File: src/rtl/board_render_pipe.sv
// board_render_pipe: registered pixel-colour generator for two N x N game
// boards separated by a divider line. Board contents and display controls are
// snapshotted on frame_start; three register stages from x/y to r/g/b.
module board_render_pipe #(
  parameter int unsigned BOARD_N      = 5,
  parameter int unsigned CELL         = 58,
  parameter int unsigned FRAME        = 4,
  parameter int unsigned LINE_W       = 2,
  parameter int unsigned BLINK_FRAMES = 30,
  parameter int unsigned MAX_LEN      = 4
) (
  input  logic                               clk,
  input  logic                               rst,
  input  logic                               pix_valid_i,
  input  logic [9:0]                         x,
  input  logic [9:0]                         y,
  input  logic                               frame_start,
  input  logic [2*BOARD_N*BOARD_N-1:0]       board_l,
  input  logic [2*BOARD_N*BOARD_N-1:0]       board_r,
  input  logic                               swap_i,
  input  logic                               cursor_en,
  input  logic [2:0]                         cur_row,
  input  logic [2:0]                         cur_col,
  input  logic [$clog2(MAX_LEN+1)-1:0]       cur_len,
  input  logic                               blink_en,
  output logic [7:0]                         r,
  output logic [7:0]                         g,
  output logic [7:0]                         b,
  output logic                               pix_valid_o
);

  localparam int unsigned PITCH   = CELL + FRAME;
  localparam int unsigned BOARD_W = BOARD_N * PITCH;
  localparam int unsigned XR      = BOARD_W + LINE_W;
  localparam int unsigned NBITS   = 2 * BOARD_N * BOARD_N;
  localparam int unsigned LEN_W   = $clog2(MAX_LEN + 1);
  localparam int unsigned CNT_W   = (BLINK_FRAMES > 1) ? $clog2(BLINK_FRAMES) : 1;

  typedef enum logic [1:0] {RG_WHITE, RG_DIV, RG_LEFT, RG_RIGHT} region_t;
  typedef enum logic {PH_OFF, PH_ON} phase_t;

  // Frame snapshot registers
  logic [NBITS-1:0] snap_l, snap_r;
  logic             swap_s, cur_en_s, blink_s;
  logic [2:0]       cur_row_s, cur_col_s;
  logic [LEN_W-1:0] cur_len_s;

  // Blink state
  phase_t           phase;
  logic [CNT_W-1:0] blink_cnt;

  // Stage registers
  logic             vld1, vld2;
  region_t          region1, region2;
  logic [2:0]       row1, col1;
  logic [1:0]       cell2;
  logic             cursor2, water_alt2;

  // Latch board contents and display controls once per frame
  always_ff @(posedge clk or posedge rst) begin
    if (rst) begin
      snap_l    <= '0;
      snap_r    <= '0;
      swap_s    <= 1'b0;
      cur_en_s  <= 1'b0;
      cur_row_s <= '0;
      cur_col_s <= '0;
      cur_len_s <= '0;
      blink_s   <= 1'b0;
    end else if (frame_start) begin
      snap_l    <= board_l;
      snap_r    <= board_r;
      swap_s    <= swap_i;
      cur_en_s  <= cursor_en;
      cur_row_s <= cur_row;
      cur_col_s <= cur_col;
      cur_len_s <= cur_len;
      blink_s   <= blink_en;
    end
  end

  // Blink FSM: count frames, flip phase every BLINK_FRAMES frames
  always_ff @(posedge clk or posedge rst) begin
    if (rst) begin
      blink_cnt <= '0;
      phase     <= PH_OFF;
    end else if (frame_start) begin
      if (blink_cnt == CNT_W'(BLINK_FRAMES - 1)) begin
        blink_cnt <= '0;
        phase     <= (phase == PH_ON) ? PH_OFF : PH_ON;
      end else begin
        blink_cnt <= blink_cnt + CNT_W'(1);
      end
    end
  end

  // Stage 1 decode: classify the pixel and find its cell row/column
  logic [31:0] xa, ya, xr;
  logic        row_hit, lcol_hit, rcol_hit;
  logic [2:0]  row_c, lcol_c, rcol_c, col_c;
  region_t     region_c;

  // Region/cell decode from x/y
  always_comb begin
    xa       = {22'd0, x};
    ya       = {22'd0, y};
    xr       = xa - XR;
    row_hit  = 1'b0;
    lcol_hit = 1'b0;
    rcol_hit = 1'b0;
    row_c    = '0;
    lcol_c   = '0;
    rcol_c   = '0;
    for (int unsigned i = 0; i < BOARD_N; i++) begin
      if (ya >= i*PITCH + FRAME && ya < i*PITCH + CELL) begin
        row_hit = 1'b1;
        row_c   = 3'(i);
      end
      if (xa >= i*PITCH + FRAME && xa < i*PITCH + CELL) begin
        lcol_hit = 1'b1;
        lcol_c   = 3'(i);
      end
      if (xa >= XR && xr >= i*PITCH + FRAME && xr < i*PITCH + CELL) begin
        rcol_hit = 1'b1;
        rcol_c   = 3'(i);
      end
    end
    region_c = RG_WHITE;
    col_c    = '0;
    if (row_hit && lcol_hit) begin
      region_c = RG_LEFT;
      col_c    = lcol_c;
    end else if (xa >= BOARD_W && xa < XR) begin
      region_c = RG_DIV;
    end else if (row_hit && rcol_hit) begin
      region_c = RG_RIGHT;
      col_c    = rcol_c;
    end
  end

  // Stage 1 registers
  always_ff @(posedge clk or posedge rst) begin
    if (rst) begin
      vld1    <= 1'b0;
      region1 <= RG_WHITE;
      row1    <= '0;
      col1    <= '0;
    end else begin
      vld1    <= pix_valid_i;
      region1 <= region_c;
      row1    <= row_c;
      col1    <= col_c;
    end
  end

  // Stage 2 lookup: cell state, cursor hit and water palette
  logic [6:0]       cell_idx;
  logic [NBITS-1:0] sel_board, shifted;
  logic [1:0]       cell_c;
  logic [3:0]       cur_end;
  logic             cursor_c, water_alt_c;

  // Swap and cursor decisions are resolved here so stage 3 depends only on stage 2
  always_comb begin
    cell_idx    = 7'(row1) * 7'(BOARD_N) + 7'(col1);
    sel_board   = ((region1 == RG_RIGHT) ^ swap_s) ? snap_r : snap_l;
    shifted     = sel_board >> {cell_idx, 1'b0};
    cell_c      = shifted[1:0];
    cur_end     = {1'b0, cur_col_s} + 4'(cur_len_s);
    cursor_c    = (region1 == RG_LEFT) && cur_en_s &&
                  ((phase == PH_ON) || !blink_s) &&
                  (row1 == cur_row_s) && (col1 >= cur_col_s) &&
                  ({1'b0, col1} < cur_end);
    water_alt_c = ((region1 == RG_LEFT) && swap_s) ||
                  ((region1 == RG_RIGHT) && !swap_s);
  end

  // Stage 2 registers
  always_ff @(posedge clk or posedge rst) begin
    if (rst) begin
      vld2       <= 1'b0;
      region2    <= RG_WHITE;
      cell2      <= '0;
      cursor2    <= 1'b0;
      water_alt2 <= 1'b0;
    end else begin
      vld2       <= vld1;
      region2    <= region1;
      cell2      <= cell_c;
      cursor2    <= cursor_c;
      water_alt2 <= water_alt_c;
    end
  end

  // Stage 3 colour selection
  logic [23:0] colour_c;

  // Map region/cell state to RGB, blank when the pixel is not valid
  always_comb begin
    colour_c = 24'h000000;
    if (vld2) begin
      unique case (region2)
        RG_DIV:   colour_c = 24'h000000;
        RG_WHITE: colour_c = 24'hFFFFFF;
        default: begin
          if (cursor2) begin
            colour_c = 24'hFF8C00;
          end else begin
            unique case (cell2)
              2'b00:   colour_c = water_alt2 ? 24'h66CCFF : 24'h0000FF;
              2'b01:   colour_c = 24'h00FF00;
              2'b10:   colour_c = 24'hFF0000;
              default: colour_c = 24'hFFFF00;
            endcase
          end
        end
      endcase
    end
  end

  // Output registers
  always_ff @(posedge clk or posedge rst) begin
    if (rst) begin
      r           <= '0;
      g           <= '0;
      b           <= '0;
      pix_valid_o <= 1'b0;
    end else begin
      {r, g, b}   <= colour_c;
      pix_valid_o <= vld2;
    end
  end

endmodule

File: config.mk
export PLATFORM = sky130hd
export DESIGN_NAME = board_render_pipe
export DESIGN_NICKNAME = d
export VERILOG_FILES = /design/src/rtl/board_render_pipe.sv
export SDC_FILE = /design/constraint.sdc
export NUM_CORES = 1
export LEC_CHECK = 0
export ABC_AREA = 1
export CORE_MARGIN = 1
export CORE_UTILIZATION = 40
export DETAILED_ROUTE_END_ITERATION = 12
export GPL_ROUTABILITY_DRIVEN = 1
export GPL_TIMING_DRIVEN = 1
export PLACE_DENSITY = 0.76
export SETUP_SLACK_MARGIN = 0.02
export SYNTH_ARGS = -nofsm -noshare
export SYNTH_HDL_FRONTEND = slang
export SYNTH_SLANG_ARGS = --single-unit
File: constraint.sdc
create_clock -name clk -period 12.26 [get_ports clk]
set_input_delay 2.452 -clock clk [delete_from_list [all_inputs] [get_ports clk]]
set_output_delay 2.452 -clock clk [all_outputs]
set_load 0.005 [all_outputs]
==> summary.md <==
| Metric | Value |
|---|---|
| Status | `finished, final reports clean` |
| Slew @ Worst Pin | `a little over 1 ns` |
| Critical Path End | `region1[0]$_DFF_PP0_` |
| Remaining global-route overflow | `0` |
| Worst-path fanout max | `8` |
| Synthesized cell area | `7570 µm²` |
| RR Startpoint | `swap_s$_DFFE_PP0P_` |
| Warnings, synthesis | `0` |
| Core area | `between 15000 and 20000 µm²` |
| EDFF count, synth | `0` |
| Setup WS pre-CTS | `roughly 7.5 ns` |
| DP HPWL | `~14000 µm` |
| Data required, critical path | `between 10 and 15 ns` |
| Die Span Y | `between 100 and 150 µm` |
| Cell row count | `49` |
| Placed cells | `~1.3k` |
| P_int | `997 µW` |
| Sw Share | `around 28%` |
| Final instance area | `9810 µm²` |
| I/O pin cnt | `161` |
| Syn_nets | `~1.2k` |
| Synthesis-to-layout area growth | `29.6%` |
| CTS Sinks | `around 140` |
| Final Net Count | `approximately 1.3k` |
| Initial antenna violation count | `0` |
| Setup Skew | `~0.0086 ns` |
| Critical Path AT | `4.67 ns` |
| Flop2flop setup slack | `about 9.2 ns` |
| CTS tree | `yes` |
| Cells on worst reg2reg path | `13` |
| Setup crit start | `x[3]` |
| LEAKAGE | `roughly 0.0049 µW` |
| Prevailing post-synth register cell | `dfrtp_1` |
| ANT nets after route | `0` |
| Hold buffers post-CTS | `0` |
| FF+latch count, synth | `approximately 140` |
| Max Clock Freq | `231 MHz` |
| Setup TNS | `0 ns` |
| Total setup buffers inserted after CTS | `0` |
| Syn Inst Count | `between 1k and 1.5k` |
| Pin count of the biggest net entering global routing | `about 110` |
| Slew margin rel. | `a little under a third` |
| Gate power share | `20.5%` |
| WL/cell | `between 10 and 15 µm` |
| RSZ-0062 raised after global routing | `false` |
| Vias | `6876` |
| Share of cells above drive strength 1 | `a little over 4%` |
| HP Class | `flip-flop to flip-flop` |
| Clock latency on the worst-skew pair | `0.42 ns` |
| Biggest regs | `snap_l x50, snap_r x50, blink_cnt x5` |
| Drt initial violations | `~450` |
| Root Buffer | `clkbuf_16` |
| Initial Util | `between 40% and 50%` |
| Critical Path Source Type | `primary input` |
| Slew Viols, Final | `0` |
| Number of library cell types mapped by synthesis | `33` |
| Gates resized, CTS repair | `0` |
| DIE AREA | `19500 µm²` |
| Maximum vdd drop | `~0.00006 V` |
| Area after DPL | `~9200 µm²` |
| Period minus WS final | `between 4 and 5 ns` |
| CP Class | `primary input to flip-flop` |
| Max-Cap Viols | `0` |
| Hold Fails Final Rpt | `0` |
| Vias in the first global route | `about 6.7k` |
| Final period utilization | `between 30% and 40%` |
| Gpl congestion | `0.835` |
| Post-synthesis sequential area ratio | `~47%` |
| Clock share of power | `about two fifths` |
| Routed WL | `between 20000 and 25000 µm` |
| Die width | `~140 µm` |
| Number of diodes | `0` |
| Input/output buffers | `roughly 160` |
| Crit. End Element | `flip-flop` |
| Worst hold slack | `between 0.3 and 0.4 ns` |
| First-pass DRT Iterations | `4` |
| # setup viols final | `0` |
| FFs w/ async S/R, synth | `100%` |
| Reg-to-reg critical path endpoint | `cell2[1]$_DFF_PP0_` |
| Max H-tree Level | `4` |
| Vias per cell | `between 4 and 5` |
| Commonest non-fill, non-tap cells in the layout | `357 x nand2_1, 158 x clkdlybuf4s50_1, 141 x dfrtp_1, 114 x inv_1, 95 x o21ai_0` |
| Switching Power | `381 µW` |
| Residual DRC | `0` |
| First-pass GRT wire length | `32900 µm` |
| Reg power frac | `39.9%` |
| Final Worst Setup Slack | `7.93 ns` |
| Most common cell after layout, fill and taps aside | `nand2_1` |
| PwrDens | `roughly 140 nW/µm²` |
| Final Non-Filler Cells | `~1.4k` |
| Bufs on Longest Clock Path | `2` |
| All-Layer GR Usage | `between 20% and 30%` |
| Clock-pin slew on the worst setup and hold paths | `0.05 ns` |
| Syn Area/Cell | `~7.5 µm²` |
| Inserted Clock Buffers | `17` |
-- worst min path at each step --
stage                         from             end  slack (ns)  depth (start not counted)
CTS                 vld1$_DFF_PP0_  vld2$_DFF_PP0_        0.35                          0
global route        vld1$_DFF_PP0_  vld2$_DFF_PP0_        0.35                          0
floorplan           vld1$_DFF_PP0_  vld2$_DFF_PP0_        0.33                          0
detailed placement  vld1$_DFF_PP0_  vld2$_DFF_PP0_        0.33                          0
finish              vld1$_DFF_PP0_  vld2$_DFF_PP0_        0.34                          0
global placement    vld1$_DFF_PP0_  vld2$_DFF_PP0_        0.33                          0
-- power by group through the flow --
stage	Sequential [µW]	Clock, µW	Combinational [µW]
detailed placement	557	0	283
CTS	550	555	285
global placement	554	0	277
global route	556	573	319
floorplan	548	0	177
finish	550	547	283
-- cells in the mapped netlist, types with 4 or more instances --
cell type  instances  share of area [%]
nand2_1          358                 18
xor2_1             4               0.46
buf_2              9               0.60
clkbuf_1          27                1.3
o211ai_1          15                1.5
nand4_1           12               0.99
inv_1            116                5.8
nor3_1             9               0.60
o21ai_0           95                6.3
nor2_1            45                2.2
a21oi_1           42                2.8
buf_4             19                1.9
buf_1              4               0.20
nand3_1           68                4.5
ha_1              22                3.6
dfrtp_1          141                 47
-- cell type report --
type / count / area [µm²]
multi-input cells: 697 / 3300
fillers: 1716 / 8460
flip-flops and latches: 141 / 3530
inverters: 117 / 444
well taps: 229 / 287
clock buffers: 20 / 467
repair buffers: 163 / 1620
clock inverters: 11 / 165
-- through the flow --
stage	total power (µW)	utilization, %
3_3_place_gp	831	50.2
3_5_place_dp	840	50.2
2_1_floorplan	725	-
5_1_grt	1450	53.7
6_report	1380	53.7
4_1_cts	1390	53.7
-- worst max-delay path: stages --
cell and delay [ns]:
clkdlybuf4s50_1 0.63, inv_1 0.19, ha_1 0.38, inv_1 0.08, o21ai_0 0.14, nand3_1 0.11
a21oi_1 0.14, nand3_1 0.13, nand4_1 0.16, nand2_1 0.11, a21oi_1 0.15
-- logic make-up after synthesis --
| kind of cell | Yosys count | share of synthesized area [%] |
|---|---|---|
| compound gates | 164 | 11.6 |
| xor+xnor | 6 | 0.695 |
| fa+ha+maj | 24 | 4.17 |
| buf+inv | 176 | 9.82 |
| flops | 141 | 46.6 |
| simple gates | 503 | 27.0 |
-- per-layer routing --
layer	global-route usage, %	vias to the layer above	part of all wire, %
met5	0	-	0
li1	-	3465	-
met1	27.9	3195	44
met4	6.94	0	1.6
met3	4.51	25	5.3
met2	36.0	191	49
Note: power is estimated with default switching activity, not from simulation.
